**src/rtl/tl_mon_pkg.sv**
```systemverilog
// Shared constants, error codes and beat arithmetic for the TileLink-UL in-flight monitor.
package tl_mon_pkg;

  localparam logic [2:0] OP_PUT_FULL        = 3'd0;
  localparam logic [2:0] OP_PUT_PARTIAL     = 3'd1;
  localparam logic [2:0] OP_GET             = 3'd4;
  localparam logic [2:0] OP_ACCESS_ACK      = 3'd0;
  localparam logic [2:0] OP_ACCESS_ACK_DATA = 3'd1;

  localparam int unsigned ERR_W = 8;

  typedef enum logic [2:0] {
    ERR_NONE       = 3'd0,
    ERR_DUP_SOURCE = 3'd1,
    ERR_UNEXP_D    = 3'd2,
    ERR_OPCODE     = 3'd3,
    ERR_SIZE       = 3'd4,
    ERR_BURST      = 3'd5,
    ERR_STABLE     = 3'd6,
    ERR_TIMEOUT    = 3'd7
  } err_code_e;

  // Beats in a burst of 2**size bytes on a 2**beat_log byte bus.
  function automatic int unsigned beats(input int unsigned size, input int unsigned beat_log);
    return (size > beat_log) ? (32'd1 << (size - beat_log)) : 32'd1;
  endfunction

endpackage

```
**src/rtl/tl_mon_beat_tracker.sv**
```systemverilog
// Per-channel beat counter: flags the first and last beat of the current burst.
module tl_mon_beat_tracker
  import tl_mon_pkg::*;
#(
  parameter int unsigned SIZE_W   = 3,
  parameter int unsigned BEAT_LOG = 2
) (
  input  logic              clock,
  input  logic              reset,
  input  logic              fire,
  input  logic              multibeat,
  input  logic [SIZE_W-1:0] size,
  output logic              first,
  output logic              last
);

  localparam int unsigned CNT_W = 2**SIZE_W;

  logic [CNT_W-1:0] cnt_q;
  logic [CNT_W-1:0] final_idx;

  always_comb begin
    final_idx = '0;
    if (multibeat) begin
      final_idx = CNT_W'(beats(32'(size), BEAT_LOG) - 32'd1);
    end
  end

  // >= keeps the counter wrapping even if size shrinks mid-burst.
  assign first = (cnt_q == '0);
  assign last  = (cnt_q >= final_idx);

  always_ff @(posedge clock) begin
    if (reset) begin
      cnt_q <= '0;
    end else if (fire) begin
      cnt_q <= last ? '0 : cnt_q + CNT_W'(1);
    end
  end

endmodule

```
**src/rtl/tl_inflight_monitor.sv**
```systemverilog
// Passive TileLink-UL A/D checker: source tracking, response matching, burst framing, stability.
// Optional watchdog (error 7) is built when TL_MON_TIMEOUT_EN is defined.
module tl_inflight_monitor
  import tl_mon_pkg::*;
#(
  parameter int unsigned SOURCE_W = 4,
  parameter int unsigned SIZE_W   = 3,
  parameter int unsigned BEAT_LOG = 2,
  parameter int unsigned TIMEOUT  = 1024
) (
  input  logic                clock,
  input  logic                reset,
  input  logic                a_valid,
  input  logic                a_ready,
  input  logic [2:0]          a_opcode,
  input  logic [SIZE_W-1:0]   a_size,
  input  logic [SOURCE_W-1:0] a_source,
  input  logic                d_valid,
  input  logic                d_ready,
  input  logic [2:0]          d_opcode,
  input  logic [SIZE_W-1:0]   d_size,
  input  logic [SOURCE_W-1:0] d_source,
  output logic                err_valid,
  output logic [2:0]          err_code,
  output logic [7:0]          err_sticky,
  output logic [SOURCE_W:0]   inflight_cnt
);

  localparam int unsigned NSRC  = 2**SOURCE_W;
  localparam int unsigned CNT_W = SOURCE_W + 1;
  localparam int unsigned FLD_W = 3 + SIZE_W + SOURCE_W;

  if (TIMEOUT < 2) begin : g_timeout_check
    $error("TIMEOUT must be >= 2");
  end

  logic a_fire, d_fire;
  logic a_first, a_last, d_first, d_last;
  logic a_multibeat, d_multibeat;
  logic unused_a_last;

  assign a_fire      = a_valid & a_ready;
  assign d_fire      = d_valid & d_ready;
  assign a_multibeat = (a_opcode == OP_PUT_FULL) || (a_opcode == OP_PUT_PARTIAL);
  assign d_multibeat = (d_opcode == OP_ACCESS_ACK_DATA);

  tl_mon_beat_tracker #(.SIZE_W(SIZE_W), .BEAT_LOG(BEAT_LOG)) u_a_beats (
    .clock     (clock),
    .reset     (reset),
    .fire      (a_fire),
    .multibeat (a_multibeat),
    .size      (a_size),
    .first     (a_first),
    .last      (a_last)
  );

  tl_mon_beat_tracker #(.SIZE_W(SIZE_W), .BEAT_LOG(BEAT_LOG)) u_d_beats (
    .clock     (clock),
    .reset     (reset),
    .fire      (d_fire),
    .multibeat (d_multibeat),
    .size      (d_size),
    .first     (d_first),
    .last      (d_last)
  );

  // A bursts need no end marker; only D's last beat releases an entry.
  assign unused_a_last = a_last;

  logic [NSRC-1:0]   tbl_inflight;
  logic [NSRC-1:0]   tbl_is_get;
  logic [SIZE_W-1:0] tbl_size [NSRC];

  logic [FLD_W-1:0] a_fields, d_fields;
  logic [FLD_W-1:0] a_burst_q, d_burst_q;
  logic [FLD_W-1:0] a_hold_q, d_hold_q;
  logic             a_stall_q, d_stall_q;

  assign a_fields = {a_opcode, a_size, a_source};
  assign d_fields = {d_opcode, d_size, d_source};

  logic            d_hit, a_hit;
  logic            rel, alloc, dup, inc;
  logic            a_op_legal;
  logic [2:0]      exp_d_op;
  logic            timeout_hit;
  logic [ERR_W-1:0] err_vec;
  err_code_e       err_code_c;
  logic [CNT_W-1:0] cnt_next;

  // Table lookups use the pre-update state; release is ordered before allocate.
  always_comb begin
    d_hit      = tbl_inflight[d_source];
    a_hit      = tbl_inflight[a_source];
    rel        = d_fire & d_last & d_hit;
    alloc      = a_fire & a_first;
    dup        = alloc & a_hit & ~(rel & (d_source == a_source));
    inc        = alloc & ~dup;
    a_op_legal = (a_opcode == OP_PUT_FULL) || (a_opcode == OP_PUT_PARTIAL) ||
                 (a_opcode == OP_GET);
    exp_d_op   = tbl_is_get[d_source] ? OP_ACCESS_ACK_DATA : OP_ACCESS_ACK;

    err_vec    = '0;
    err_vec[ERR_DUP_SOURCE] = dup;
    err_vec[ERR_UNEXP_D]    = d_fire & d_first & ~d_hit;
    err_vec[ERR_OPCODE]     = (d_fire & d_first & d_hit & (d_opcode != exp_d_op)) |
                              (a_fire & ~a_op_legal);
    err_vec[ERR_SIZE]       = d_fire & d_first & d_hit & (d_size != tbl_size[d_source]);
    err_vec[ERR_BURST]      = (a_fire & ~a_first & (a_fields != a_burst_q)) |
                              (d_fire & ~d_first & (d_fields != d_burst_q));
    err_vec[ERR_STABLE]     = (a_stall_q & (~a_valid | (a_fields != a_hold_q))) |
                              (d_stall_q & (~d_valid | (d_fields != d_hold_q)));
    err_vec[ERR_TIMEOUT]    = timeout_hit;

    err_code_c = ERR_NONE;
    for (int i = ERR_W - 1; i >= 1; i--) begin
      if (err_vec[i]) err_code_c = err_code_e'(3'(i));
    end

    cnt_next = inflight_cnt + CNT_W'(inc) - CNT_W'(rel);
  end

  always_ff @(posedge clock) begin
    if (reset) begin
      tbl_inflight <= '0;
      tbl_is_get   <= '0;
      for (int i = 0; i < NSRC; i++) tbl_size[i] <= '0;
    end else begin
      if (rel) tbl_inflight[d_source] <= 1'b0;
      if (alloc) begin
        tbl_inflight[a_source] <= 1'b1;
        tbl_is_get[a_source]   <= (a_opcode == OP_GET);
        tbl_size[a_source]     <= a_size;
      end
    end
  end

  // Field history for burst framing and backpressure stability.
  always_ff @(posedge clock) begin
    if (reset) begin
      a_burst_q <= '0;
      d_burst_q <= '0;
      a_hold_q  <= '0;
      d_hold_q  <= '0;
      a_stall_q <= 1'b0;
      d_stall_q <= 1'b0;
    end else begin
      if (a_fire) a_burst_q <= a_fields;
      if (d_fire) d_burst_q <= d_fields;
      a_hold_q  <= a_fields;
      d_hold_q  <= d_fields;
      a_stall_q <= a_valid & ~a_ready;
      d_stall_q <= d_valid & ~d_ready;
    end
  end

  always_ff @(posedge clock) begin
    if (reset) begin
      err_valid    <= 1'b0;
      err_code     <= 3'd0;
      err_sticky   <= '0;
      inflight_cnt <= '0;
    end else begin
      err_valid    <= |err_vec;
      err_code     <= err_code_c;
      err_sticky   <= err_sticky | err_vec;
      inflight_cnt <= cnt_next;
    end
  end

`ifdef TL_MON_TIMEOUT_EN
  localparam int unsigned WD_W = $clog2(TIMEOUT + 1);

  logic [WD_W-1:0] wd_q;
  logic            wd_clr;

  // Fires on the edge that brings the counter to TIMEOUT, then saturates.
  assign wd_clr      = d_fire | (inflight_cnt == '0);
  assign timeout_hit = ~wd_clr & (wd_q == WD_W'(TIMEOUT - 1));

  always_ff @(posedge clock) begin
    if (reset || wd_clr) begin
      wd_q <= '0;
    end else if (wd_q != WD_W'(TIMEOUT)) begin
      wd_q <= wd_q + WD_W'(1);
    end
  end
`else
  assign timeout_hit = 1'b0;
`endif

endmodule

```
**config.mk**
```make
export PLATFORM = sky130hd
export DESIGN_NAME = tl_inflight_monitor
export DESIGN_NICKNAME = d
export VERILOG_FILES = /design/src/rtl/tl_mon_pkg.sv /design/src/rtl/tl_mon_beat_tracker.sv /design/src/rtl/tl_inflight_monitor.sv
export SDC_FILE = /design/constraint.sdc
export NUM_CORES = 1
export LEC_CHECK = 0
export ABC_AREA = 1
export CAP_MARGIN = 20
export CORE_AREA = 2 2 109 132
export DETAILED_ROUTE_END_ITERATION = 7
export DIE_AREA = 0 0 111 134
export PLACE_DENSITY = 0.8
export SYNTH_ARGS = -nofsm -noshare
export SYNTH_HDL_FRONTEND = slang
export SYNTH_SLANG_ARGS = --single-unit
```
**constraint.sdc**
```tcl
create_clock -name clock -period 10.9 [get_ports clock]
set_input_delay 2.18 -clock clock [delete_from_list [all_inputs] [get_ports clock]]
set_output_delay 2.18 -clock clock [all_outputs]
set_load 0.05 [all_outputs]
```
# [After elaboration in Yosys (flattened, before gate mapping)]
# Memory sizes are Yosys's and may differ from the RTL's.
# Cells that the tools add are included.
[word_totals] mem_count=1 ff_bits=107 inputBits=26 output_inout_bits=17 word_cells=133 ram_bits=48
[classes] eq_ne=10 bitwise_logic=42 n_mux=35 n_addsub=8 n_shift=2 n_lt_le_gt_ge=8 n_reduce_logical=11
[mem_list] name="tbl_size" words=16 word_bits=3 rd=1 rd_ports_with_merged_regs=0 wr=16 line_no="tl_inflight_monitor.sv:72" text="logic [SIZE_W-1:0] tbl_size [NSRC];"
[ops] op="1-bit by 32-bit left shift with 8-bit output, first input constant" n=2
[ops] op="16-bit two-way mux" n=3
[ops] op="8-bit two-way mux" n=6
[ops] op="10-bit inequality test" n=4
[ops] op="1-bit AND" n=23
[ops] op="8-bit by 1-bit adder with 8-bit output, second input constant" n=2
[ops] op="16-bit AND" n=1
[ops] op="16-bit bitwise mux" n=1
[ops] op="8-bit >= comparator" n=2
[ops] op="8-bit logical NOT" n=2
[ops] op="16-bit NOT" n=1
[ops] op="16-bit OR" n=1
[ops] op="8-bit by 1-bit subtractor with 8-bit output, second input constant" n=2
[ops] op="1-bit two-way mux" n=13
[ops] op="1-bit binary-select mux with 4-bit select" n=3
[ops] op="3-bit two-way mux" n=4
[ops] op="4-bit by 5-bit less-than comparator with 1-bit output, second input constant" n=2
[ops] op="1-bit NOT" n=10
[ops] op="1-bit demux with 4-bit select" n=2
[ops] op="4-bit by 1-bit >= comparator with 1-bit output, second input constant" n=2
[ops] op="8-bit by 7-bit OR with 8-bit output" n=1
[ops] op="3-bit by 2-bit subtractor with 4-bit output, second input constant" n=2
[ops] op="3-bit by 1-bit == test with 1-bit output, second input constant" n=2
[ops] op="3-bit by 2-bit > comparator with 1-bit output, second input constant" n=2
[ops] op="16 further kinds" n=23

# [Depth between registers and ports, before layout]
# Gate-level depths: netlist (run 1).
[logic_depth] ltp_word=15 ltp_mapped=31 depth_no_buf=31

# [Modules after synthesis]
# A second synthesis (run 1) with hierarchy kept.
[hier_totals] cells_unflattened=1133 area_unflattened_um2=8413.1
[modules_own_cells] mod="tl_inflight_monitor" seq_area_each_um2=3223.1 area_per_inst_um2=6632.6 n_inst=1 cells_per_inst=868
[modules_own_cells] mod="tl_mon_beat_tracker at u_a_beats" seq_area_each_um2=160.2 area_per_inst_um2=893.4 n_inst=1 cells_per_inst=134
[modules_own_cells] mod="tl_mon_beat_tracker at u_d_beats" seq_area_each_um2=160.2 area_per_inst_um2=887.1 n_inst=1 cells_per_inst=131

# [Worst setup path after synthesis (run 1)]
# OpenSTA, ideal clock, no wires.
[synth_path] path_type="input-to-reg" startpoint="input port d_size[1]" endpoint="register inflight_cnt[4]" setup_time_ps=128 path_buffers=0 path_slack_ps=4769 cell_stages=28 t_required_ps=10772 t_arrival_ps=6002 path_cell_list="clkinv_1 -> ha_1 -> inv_1 -> o21ai_0 -> nor2_1 -> a21oi_1 -> inv_1 -> ha_1 -> or2_2 -> ha_1 -> a21oi_1 -> o21ai_0 -> nand2_1 -> nand3_1 -> nand2_1 -> nor2_4 -> nand3_2 -> nand2_2 -> nand2_1 -> ha_1 -> inv_1 -> ha_1 -> inv_1 -> fa_1 -> nor3_1 -> a211oi_1 -> o21ai_0 -> a21oi_1"
[synth_via] elab_chain_cells=15 word_cells_on_any_way=16 cone_classes="add/sub: 4; order compare: 2; shift: 1; mux: 2; bitwise: 7"
[synth_rtl] element="start: declaration" line_no="tl_inflight_monitor.sv:21" text="input logic [SIZE_W-1:0] d_size,"
[synth_rtl] element="3-bit by 2-bit subtractor with 4-bit output" line_no="tl_mon_pkg.sv:25" text="return (size > beat_log) ? (32'd1 << (size - beat_log)) : 32'd1;"
[synth_rtl] element="1-bit by 32-bit left shift with 8-bit output" line_no="tl_mon_pkg.sv:25"
[synth_rtl] element="8-bit two-way mux (*)" line_no="tl_mon_pkg.sv:25"
[synth_rtl] element="8-bit by 1-bit subtractor with 8-bit output (*)" line_no="tl_mon_beat_tracker.sv:25" text="final_idx = CNT_W'(beats(32'(size), BEAT_LOG) - 32'd1);"
[synth_rtl] element="8-bit two-way mux (*)" line_no="tl_mon_beat_tracker.sv:24" text="if (multibeat) begin"
[synth_rtl] element="8-bit >= comparator (*)" line_no="tl_mon_beat_tracker.sv:31" text="assign last = (cnt_q >= final_idx);"
[synth_rtl] element="1-bit AND (*) (2 in a row)" line_no="tl_inflight_monitor.sv:95" text="rel = d_fire & d_last & d_hit;"
[synth_rtl] element="1-bit AND" line_no="tl_inflight_monitor.sv:97" text="dup = alloc & a_hit & ~(rel & (d_source == a_source));"
[synth_rtl] element="1-bit NOT" line_no="tl_inflight_monitor.sv:97"
[synth_rtl] element="1-bit AND" line_no="tl_inflight_monitor.sv:97"
[synth_rtl] element="1-bit NOT" line_no="tl_inflight_monitor.sv:98" text="inc = alloc & ~dup;"
[synth_rtl] element="1-bit AND" line_no="tl_inflight_monitor.sv:98"
[synth_rtl] element="5-bit by 1-bit adder with 5-bit output" line_no="tl_inflight_monitor.sv:120" text="cnt_next = inflight_cnt + CNT_W'(inc) - CNT_W'(rel);"
[synth_rtl] element="5-bit by 1-bit subtractor with 5-bit output (*)" line_no="tl_inflight_monitor.sv:120"
[synth_rtl] element="end signal: assignment" line_no="tl_inflight_monitor.sv:167" text="inflight_cnt <= cnt_next;"
[synth_rtl] element="end: declaration" line_no="tl_inflight_monitor.sv:26" text="output logic [SOURCE_W:0] inflight_cnt"
# Every way passes the cells marked *; elsewhere a longest branch is shown, timed or not.
# A chain may end at the register's enable or synchronous reset.

# [Worst setup path after layout (run 1)]
# Ends and elaborated chain as after synthesis.

==> results.txt, run 1 <==
The critical path required time is 11.21 ns. The clock buffer count from CTS came out at 17. The area fraction in and, or, nand and nor cells after synthesis is 27.3%.

For this configuration, the core starts out at a cell density of 58.7%. The boundary pin count came out at 43. Summed over all cells, the static leakage comes to 3.83 nW.

In the final layout, the share of cells above drive strength 1 is 5.21%. The worst stage delay on the critical path is 0.61 ns. Among all flip-flop cells after synthesis, the most frequent one is dfxtp_1. Of the post-synthesis cell area, the part taken by muxes is 0%.

Summing all flip-flop and latch instances after layout gives 0.00354 mm². In this run the register-to-register setup slack is 7.24 ns. The max-capacitance violation count came out at 0. The average via count per standard cell came out at 5.61. The core area came out at 0.0136 mm². The most critical setup path has its startpoint at d_size[1]. The number of clock sinks is 153.

After layout, the worst path uses 66.8% of the clock period. The worst-case headroom to the max-slew limit is 34.9%. After layout, the worst setup slack is 3.62 ns. The first-pass iteration count of the detailed router came out at 6. The synthesized netlist contains 44 unique library cells. The actual slew at the worst max-slew pin came out at 0.971 ns. The overall die width is 111 µm.

The slowest stage of the critical path belongs to the cell clkdlybuf4s50_1. The post-synthesis sequential area ratio came out at 44.5%. The total power divided by cell area came out at 153 mW/mm². The total of endpoints with negative setup slack in the final report is 0. The cell-internal power came out at 1.01 mW. Of all nets on the critical path, the largest fanout is 16. The worst hold path begins at tbl_is_get[4]. For this block, the initial DRC count from the detailed router was 720. OpenSTA, run right after detailed placement, puts the worst setup slack at 3.33 ns.

After detailed routing, the total wire length is 19600 µm. Row generation in the floorplan step produced 47 rows. The via count of the first global-routing pass came out at 6720. The number of standard cells after synthesis came out at 1058.

The number of flops mapped to enable cells by yosys is 48. The worst register-to-register path begins at u_a_beats.cnt_q[0]. The number of DRC violations after detailed routing is 0. The worst clock skew is 0.00795 ns.

The count of nets left with antenna violations once routing finished came out at 0. The area added between synthesis and finish is 12.7%. For this run, the share of the core covered by cells in the final layout is 66.1%. The count of instances resized after the clock tree is built is 0.

In the post-synthesis netlist, the biggest area contributors are dfxtp_1, edfxtp_1, nand2_1. After Yosys synthesis, XOR and XNOR cells account for 3.85% of the synthesized area. The path type of the worst setup path is primary input to flop. The first global-routing pass estimated 31800 µm of wire.

TritonCTS built the clock tree. For this run, asynchronously set or reset flops after synthesis account for 0%. The final number of max-transition violations came to 0. The fill cell total of the finished layout is 1120.

The area fraction of the dominant cell type after synthesis came out at 26.4%. IR analysis of the VDD net gives a maximum drop of 0.112 mV. The post-CTS clock slew at the launch and capture registers of the worst setup and hold paths is 0.06 ns.

The global placement routability congestion came out at 0.883. The count of final hold-check violations came out at 0. STA classifies the critical path endpoint as a flop. The initial antenna violation count is 0. In this run, flip-flops and latches consume 45.2% of the power.

Counting along the longest clock path gives a buffer depth of 2. STA classifies the critical path startpoint as a primary input. Summing the areas of all fa, ha and maj instances in the mapped netlist gives 4.80% of the synthesized area. The final cell count without fillers is 1266.

The number of buffers added on ports is 40. The total instance count after detailed placement came out at 1234. At the worst endpoint, the arrival time is 7.59 ns. The leading area contributor after synthesis is dfxtp_1. The power spent charging and discharging nets came out at 0.363 mW. The run finished with clean final reports. The switching share of power is 26.4%.

The insertion delay to the later sink of the worst-skew pair came out at 0.43 ns. A synthesized cell averages 7.53 µm². The maximum number of pins on one net before global-route repair is 49. The clock group share of total power came out at 41.6%. The half-perimeter wire length of the detailed placement result is 13500 µm. The count of vias placed by the detailed router is 7099. The post-cts hold buffer count is 0. Setup repair after global routing left no endpoint under its margin. The worst path in the final design needs a cycle of 7.28 ns, including I/O delays and setup. The detail-routed net length per standard cell came out at 15.5 µm. The combined area of the multi-input logic cells came out at 0.00380 mm².

The number of synthesized register bits is 153. The number of buffers added for setup after CTS is 0. The die is 134 µm tall.

The cell area after technology mapping came out at 0.00797 mm². The tightest min-delay check is of the flop to flop type. Per report_power, the combinational group accounts for 13.2% of the total. The cell chosen for the clock root is clkbuf_16. For this run the aggregate overflow at the end of global routing stands at 0. The area enclosed by the die boundary is 0.0149 mm².

The net count of the finished layout came out at 1138. The fmax came out at 137 MHz. The final total negative setup slack came out at 0 ns. The complex-gate fraction of the synthesized area came out at 11.5%.

The total power consumption of the routed design is 1.38 mW. The count of warnings emitted by yosys is 0. The H-tree generated during clock tree synthesis spans 4 levels. The total track usage is 26.9%. By area, the combinational part of the netlist is dominated by simple AND/OR/NAND/NOR gates. The repair_antennas step left the layout with diodes totalling 0.
## power groups by stage
stage	Sequential (mW)	Clock, mW	Combinational (mW)
6_report	0.623	0.572	0.181
3_5_place_dp	0.634	0	0.178
2_1_floorplan	0.652	0	0.109
3_3_place_gp	0.634	0	0.175
5_1_grt	0.625	0.599	0.200
4_1_cts	0.622	0.577	0.180
## worst paths after layout
check	end	depth (start not counted)
max	inflight_cnt[4]	31
min	tbl_is_get[4]	2
max reg2reg	inflight_cnt[4]	17
min reg2reg	tbl_is_get[4]	2
## metrics by stage
stage	cell area [µm²]	hold WS (ns)
final	8980	0.455
after global routing	8980	0.467
after CTS	8980	0.452
after detailed placement	8410	0.443
after global placement	8410	0.433
after floorplan	7980	0.424
## placed cells by master (no fill, tap or decap), types with 5 or more instances in the layout
| master | n |
|---|---|
| nand2_1 | 280 |
| nor2_1 | 132 |
| inv_1 | 107 |
| dfxtp_1 | 105 |
| a21oi_1 | 74 |
| o21ai_0 | 62 |
| edfxtp_1 | 48 |
| clkdlybuf4s50_1 | 39 |
| nand3_1 | 38 |
| ha_1 | 29 |
| xor2_1 | 27 |
| clkbuf_16 | 18 |
| nand4_1 | 16 |
| nor3_1 | 14 |
| a22oi_1 | 8 |
| xnor2_1 | 8 |
| nor4_1 | 7 |
| o22ai_1 | 6 |
| or2_2 | 5 |
| clkinv_2 | 5 |
| o21ai_1 | 5 |
## cell families after synthesis
| family | after synthesis |
|---|---|
| AND/OR/NAND/NOR | 515 |
| XOR/XNOR | 35 |
| flip-flops | 153 |
| other | 2 |
| adder cells (fa/ha/maj) | 30 |
| AO/OA/AOI/OAI | 169 |
| buffers and inverters | 154 |
## synth_stat cells, types with 15 or more instances
cell type,count
dfxtp_1,105
nand3_1,38
xor2_1,27
o21ai_0,62
clkbuf_1,20
nand2_1,280
nor2_1,132
ha_1,29
nand4_1,16
inv_1,107
nor3_1,15
a21oi_1,74
edfxtp_1,48
## worst max-delay path, delay by kind of cell
family	cells	cell delay, ns
adder cells (fa/ha/maj)	6	1.62
AND/OR/NAND/NOR	11	1.77
buffers and inverters	7	1.27
AO/OA/AOI/OAI	7	0.74
## registers in the layout (all words and copies together) (netlist names), 10 cells and up
name	cells
tbl_size	48
tbl_inflight	16
tbl_is_get	16
a_burst_q	10
a_hold_q	10
d_burst_q	10
d_hold_q	10
## layer usage
layer / global-route usage [%] / vias up / share of wire [%]
met4: 15.9 / 0 / 4.3
met2: 46.7 / 290 / 50
met5: 0 / - / 0
li1: - / 3493 / -
met3: 4.88 / 74 / 7.1
met1: 31.1 / 3242 / 39
## final cells by class
class | instances | area share [%]
clock buffers | 25 | 5.64
clock inverters | 7 | 0.739
inverters | 113 | 4.74
multi-input cells | 753 | 42.3
flip-flops and latches | 153 | 39.5
well taps | 171 | 2.38
repair buffers | 44 | 4.74
Note: power is estimated with default switching activity, not from simulation.
==> run 2: changes to the inputs <==
Clock period 10.9 ns to 7.2 ns, I/O delays scaled along.
==> run 2 against run 1 <==
  * Core utilization fell by 0.12 points
  * Routed wire length is 1.3% lower
  * Die area is the same
  * Critical path type unchanged
==> results.txt, run 2 (synthesized netlist as in run 1, its figures left out) <==
The flow ran to the end, and the final reports show no timing, DRC or antenna violations. The average via count per standard cell came out at 5.56 (-0.78%). The critical path's slowest cell is clkdlybuf4s50_1. The DRC marker count from the first detailed-route iteration is 598 (-17%).

The first-pass iteration count of the detailed router came out at 5 (-1). The post-CTS clock slew at the launch and capture registers of the worst setup and hold paths is 0.06 ns (about the same). The max-capacitance violation count came out at 0 (unchanged). The wire length of the first global-routing pass is 31200 µm (-1.7%). In the layout the commonest cells are nand2_1, nor2_1, inv_1.

The leakage power was 3.82 nW (-0.24%). The boundary pin count is 43 (unchanged). The area added between synthesis and finish came out at 12.5%. The total power divided by cell area came out at 227 mW/mm² (+48%). The core area came out at 0.0136 mm² (unchanged).

The total global routing overflow came to 0 (unchanged). The actual slew at the worst max-slew pin is 1.02 ns (+0.0458 ns). The final number of max-transition violations came out at 0 (unchanged). The maximum number of buffers from clock root to sink came out at 2 (unchanged). The net count of the finished layout is 1140 (+0.18%). The final setup slack of the worst path came out at 1.13 ns (-2.49 ns). The insertion delay to the later sink of the worst-skew pair is 0.43 ns (about the same).

The total of endpoints with negative setup slack in the final report came out at 0 (unchanged). The class of the tightest hold or removal check is flop to flop. The cell chosen for the clock root is clkbuf_16. The detail-routed net length per standard cell came out at 15.3 µm (-1.4%). The combinational cell fraction of total power came to 13.5% (+0.3 points). The met1 routed wirelength after detailed routing is 7610 µm (about the same).

The starting density of the core came out at 58.7% (unchanged). The overall die width is 111 µm (unchanged). The largest registers in the layout are tbl_size x48, tbl_inflight x16, tbl_is_get x16. Setup repair after global routing left no endpoint under its margin. The largest fanout on the critical path came out at 15 (-1). The initial antenna violation count is 0 (unchanged). The cell-internal power is 1.48 mW (+46%). STA classifies the critical path endpoint as a flop. The worst-case headroom to the max-slew limit is 31.8% (-3.1 points). The count of inserted antenna diode cells came out at 0 (unchanged).

The number of DRC violations after detailed routing came out at 0 (unchanged). The routed length on met3 is 1410 µm (+1.2%). The share of power burned in registers came out at 46.4% (+1.2 points). The final routed wirelength across all metal layers is 19400 µm (-1.3%). The count of H-tree levels built during CTS came out at 4 (unchanged).

The count of final hold-check violations came to 0 (unchanged). The count of vias placed by the detailed router is 7055 (-0.62%). The switching share of power was 27.3% (+0.97 points).

The sum of buffers and inverters on the critical path came to 7 (unchanged). The worst stage delay on the critical path came to 0.62 ns (about the same). The count of instances resized after the clock tree is built is 0 (unchanged).

The number of buffers added on ports came to 40 (unchanged). The clock group share of total power is 40.2% (-1.4 points). The worst slack after detailed placement was 0.734 ns (-2.60 ns). The number of clock sinks is 153 (unchanged). The register bank with the most flops is tbl_size. The flip-flop count of the largest register, all copies and words added came to 48 (unchanged).

The die height came out at 134 µm (unchanged). The number of buffers added for setup after CTS is 0 (unchanged). The fmax is 165 MHz. Leaving out fill and tap cells, the most frequent cell in the layout is nand2_1. The reg-to-reg setup timing slack is 3.58 ns (-3.66 ns). The critical path required time came out at 7.51 ns (-3.70 ns).

The clock tree from TritonCTS is yes. The post-cts hold buffer count is 0 (unchanged). The power spent charging and discharging nets is 0.556 mW (+53%). The total track usage was 26.7% (-0.22 points). The design area came out at 0.00896 mm² (-0.18%). The number of rows created at floorplan is 47 (unchanged). The via count of the first global-routing pass is 6521 (-3.0%). The maximum number of pins on one net before global-route repair came to 49 (unchanged).

The half-perimeter wire length of the detailed placement result is 13600 µm (+0.74%). The instance area at placement was 0.00842 mm² (+0.18%). STA classifies the critical path startpoint as a primary input. The worst clock skew is 0.00805 ns (+0.000102 ns). The most used cell along the critical path is ha_1. Of the available clock period, the critical path in the final layout requires 84.3%. The peak supply drop came out at 0.179 mV (+60%). The met2 wire length came out at 9630 µm (-1.5%). The global placement routability congestion came out at 0.910 (+3.1%).

The cell family with the largest share of critical-path delay is adder cells. The clock buffer count from CTS came out at 17 (unchanged). The fill cell total of the finished layout came out at 1136 (+1.4%). The clock period minus final worst setup slack is 6.07 ns. The area enclosed by the die boundary came to 0.0149 mm² (unchanged). The worst setup path is of the primary input to flop kind.

The final total negative setup slack is 0 ns (unchanged). The arrival time of the worst setup path is 6.38 ns (-1.21 ns). The detailed router used layers up to and including met4.

The fraction of final layout cells with drive strength greater than 1 came out at 5.47% (+0.26 points). The residual antenna-violating net count after detailed routing came to 0 (unchanged).
==> run 2: final cells by class <==
cell class              instances  area (µm²)  share of cell area [%]
multi-input cells             753        3800                    42.4
clock inverters                12        73.8                   0.824
clock buffers                  20         468                    5.22
flip-flops and latches        153        3540                    39.5
inverters                     113         425                    4.75
well taps                     171         214                    2.39
repair buffers                 46         440                    4.91
==> run 2: metal layers <==
layer	GRT usage [%]	up-vias
met1	31.5	3219
met5	0	-
met3	5.29	57
met2	46.2	283
li1	-	3496
met4	13.9	0
==> run 2: power groups by stage <==
stage | sequential (mW) | combinational (mW) | clock, mW
4_1_cts | 0.943 | 0.273 | 0.820
2_1_floorplan | 0.987 | 0.165 | 0
3_5_place_dp | 0.961 | 0.271 | 0
5_1_grt | 0.946 | 0.305 | 0.854
3_3_place_gp | 0.960 | 0.266 | 0
6_report | 0.943 | 0.274 | 0.817
==> run 2: final timing paths <==
path | start | end | cells after the start
max | d_size[1] | inflight_cnt[4] | 29
min | tbl_is_get[0] | tbl_is_get[0] | 2
max reg2reg | u_a_beats.cnt_q[0] | inflight_cnt[4] | 17
min reg2reg | tbl_is_get[0] | tbl_is_get[0] | 2
==> run 2: stage by stage <==
step | util, % | total power, mW | hold WS (ns) | instances
after floorplan | - | 1.15 | 0.424 | 1060
after global placement | 62.0 | 1.23 | 0.434 | 1236
after detailed placement | 62.0 | 1.23 | 0.440 | 1236
after CTS | 66.0 | 2.04 | 0.449 | 1268
after global routing | 66.0 | 2.10 | 0.470 | 1268
final | 66.0 | 2.03 | 0.449 | 1268
==> run 2: tightest hold or removal path, stage by stage, from the launching register on <==
cell     delay [ns]
dfxtp_1        0.31
inv_1          0.05
a21oi_1        0.05
==> run 3: changes to the inputs <==
Settings changed: CORE_AREA 2 2 109 132 to 2 2 114 139, DIE_AREA 0 0 111 134 to 0 0 116 141, PLACE_DENSITY 0.8 to 0.77.
Clock period 7.2 ns to 5.25 ns, I/O delays scaled along.
==> run 3 against run 2 <==
  * Non-clock buffer count grew 24
  * Largest cell class unchanged
  * Routed wire length up 1.5%
  * Clock power rose by 48%
  * First-iteration DRC count fell by 3.5%
  * Clock-buffer cell count up 8
  * Critical path type unchanged
  * Core utilization fell by 4.7 points
==> results.txt, run 3 (synthesized netlist as in run 1, its figures left out) <==
The half-perimeter wire length of the detailed placement result is 13700 µm (+0.87%). The max-capacitance violation count is 0 (unchanged). The net count of the finished layout is 1164 (+2.1%). Setup repair after global routing left no endpoint under its margin. The die height is 141 µm (+5.2%).

The global placement routability congestion is 0.909 (about the same). The number of DRC violations after detailed routing came to 0 (unchanged). The largest registers in the layout are tbl_size x48, tbl_inflight x16, tbl_is_get x16. The DRC marker count from the first detailed-route iteration was 577 (-3.5%). The maximum number of buffers from clock root to sink was 2 (unchanged). The core area is 0.0151 mm² (+11%). The critical path's slowest cell is clkdlybuf4s50_1.

The boundary pin count is 43 (unchanged). The total track usage came out at 25.1% (-1.6 points). The post-CTS clock slew at the launch and capture registers of the worst setup and hold paths came out at 0.06 ns (about the same).

The final routed wirelength across all metal layers is 19700 µm (+1.5%). The total of endpoints with negative setup slack in the final report came out at 0 (unchanged). The path type of the worst setup path is primary input to flop. The total power divided by cell area is 313 mW/mm² (+38%). In this run the clock root is driven by a clkbuf_16.

The post-cts hold buffer count is 0 (unchanged). The instance area at placement came out at 0.00864 mm² (+2.6%). The initial antenna violation count is 0 (unchanged). The maximum number of pins on one net before global-route repair was 49 (unchanged).

Timing would allow up to 203 MHz. The count of instances resized after the clock tree is built was 0 (unchanged). Leaving out fill and tap cells, the most frequent cells in the layout are nand2_1, nor2_1, inv_1. The worst setup path is launched from a primary input.

The worst slack after detailed placement is -0.354 ns (-1.09 ns). The final setup slack of the worst path came to 0.331 ns (-0.797 ns). The number of clock sinks is 153 (unchanged). The arrival time of the worst setup path came out at 5.22 ns (-1.16 ns). The total global routing overflow is 0 (unchanged). The number of buffers added for setup after CTS came out at 0 (unchanged). The worst hold path begins at tbl_is_get[0].

The cell depth of the worst hold path is 2 (unchanged). The overall die width is 116 µm (+4.5%). The combined area of the multi-input logic cells came out at 0.00383 mm² (+0.82%). The count of inserted antenna diode cells came out at 0 (unchanged). The leakage power came out at 3.98 nW (+4.0%). The endpoint identified for the worst register-to-register timing path is inflight_cnt[4]. The fraction of final layout cells with drive strength greater than 1 came out at 8.12% (+2.6 points). The area added between synthesis and finish came out at 16.4%. TritonCTS built the clock tree.

The path depth of the worst reg2reg path came out at 17 (unchanged). The number of rows created at floorplan came out at 50 (+6.4%). The average via count per standard cell is 5.38 (-3.4%). The reg-to-reg setup timing slack came out at 1.79 ns (-1.79 ns). The critical path required time came out at 5.55 ns (-1.96 ns). Grouping stages by cell kind, the critical path spends the most delay in adder cells. The count of H-tree levels built during CTS is 4 (unchanged). The clock buffer count from CTS is 17 (unchanged). The actual slew at the worst max-slew pin is 0.962 ns (-0.0551 ns). The count of final hold-check violations came to 0 (unchanged). The peak supply drop is 0.157 mV (-12%).

The number of buffers added on ports came out at 40 (unchanged). STA classifies the critical path endpoint as a flop. The flow ran to the end, and the final reports show no timing, DRC or antenna violations. The timing startpoint of the critical path is d_size[1]. The worst clock skew is 0.00586 ns (-0.00219 ns).

The first-pass iteration count of the detailed router was 6 (+1). The fill cell total of the finished layout is 1376 (+21%). The origin of the critical flop-to-flop path is u_a_beats.cnt_q[0].

The routed design could run at a clock period as short as 4.92 ns. The starting density of the core is 52.6% (-6.0 points). The sum of buffers and inverters on the critical path came out at 6 (-1). The area enclosed by the die boundary is 0.0164 mm² (+10%). The class of the tightest hold or removal check is flop to flop. The via count of the first global-routing pass is 6832 (+4.8%). The final number of max-transition violations is 0 (unchanged). The worst stage delay on the critical path came out at 0.49 ns (-0.13 ns). The detail-routed net length per standard cell is 14.8 µm (-3.2%).

The total power consumption of the routed design came to 2.90 mW (+43%). The flip-flop count of the largest register, all copies and words added is 48 (unchanged). The insertion delay to the later sink of the worst-skew pair came to 0.42 ns (about the same).

The minimum hold slack came to 0.449 ns (-0.000295 ns). The total area of sequential cells came out at 0.00354 mm² (unchanged). The library cell used most frequently in the layout, excluding fill and tap cells, is nand2_1. Counting stages on the worst path, the most repeated cell is inv_1.

The residual antenna-violating net count after detailed routing is 0 (unchanged). The final total negative setup slack came out at 0 ns (unchanged). The largest fanout on the critical path is 4 (-11). The worst-case headroom to the max-slew limit is 35.9% (+4.0 points).

The design area came to 0.00927 mm² (+3.5%). The wire length of the first global-routing pass came to 31900 µm (+2.3%). The endpoint of the worst hold-timing path is tbl_is_get[0]. The count of vias placed by the detailed router is 7144 (+1.3%). The register with the most flip-flops in the final layout is tbl_size. The post-route clock period utilization came out at 93.7%.
-- run 3: changes by cell type in the layout (fill, tap and decap cells not counted), sizes merged --
cell	previous run	this run
buf	7	31
inv	110	111
clkbuf	20	28
clkinvlp	3	1
clkinv	12	5
-- run 3: worst max path at each step --
stage                       to  slack, ns  cells after the start
2_1_floorplan  inflight_cnt[4]       0.25                     28
3_3_place_gp   inflight_cnt[4]      -0.21                     29
3_5_place_dp   inflight_cnt[4]      -0.35                     29
4_1_cts        inflight_cnt[4]       0.04                     29
5_1_grt        inflight_cnt[4]      0.005                     31
6_report       inflight_cnt[4]       0.33                     29
-- run 3: final cells by class --
class / count / area share (%)
tap: 208 / 2.81
inverter: 113 / 4.59
sequential: 153 / 38.2
clock inverter: 4 / 0.256
clock buffer: 28 / 6.15
multi-input combinational: 753 / 41.3
timing repair buffer: 70 / 6.69
-- run 3: per-stage QoR --
stage,cells,utilization [%]
after global routing,1329,61.2
after CTS,1329,61.0
after detailed placement,1297,57.1
final,1329,61.2
after floorplan,1060,-
after global placement,1297,57.1
-- run 3: routing by layer --
metal  vias up  track usage, %  wire length [µm]
met5         -               0                 0
met4         0            11.7               660
met3        63            5.07              1160
met2       227            43.3              9910
met1      3313            29.6              7920
li1       3541               -                 -
-- run 3: where the power goes --
| part | internal [mW] | switching, mW | leakage [nW] | total [mW] |
|---|---|---|---|---|
| Sequential | 1.27 | 0.0260 | 1.36 | 1.29 |
| Clock | 0.740 | 0.475 | 0.292 | 1.21 |
| Combinational | 0.135 | 0.260 | 2.33 | 0.395 |
-- run 3: worst reg2reg max path, stage by stage, from the launching register on --
cell and delay, ns:
dfxtp_1 0.33, inv_1 0.14, ha_1 0.17, nand2_1 0.05, nor4_1 0.64, nand2_1 0.28
a41oi_1 0.36, nand2_2 0.08, nand2_1 0.07, ha_1 0.21, inv_1 0.05, ha_1 0.15
inv_1 0.06, fa_2 0.35, nor3_2 0.11, a211oi_1 0.07, o21ai_1 0.13, a21oi_1 0.06
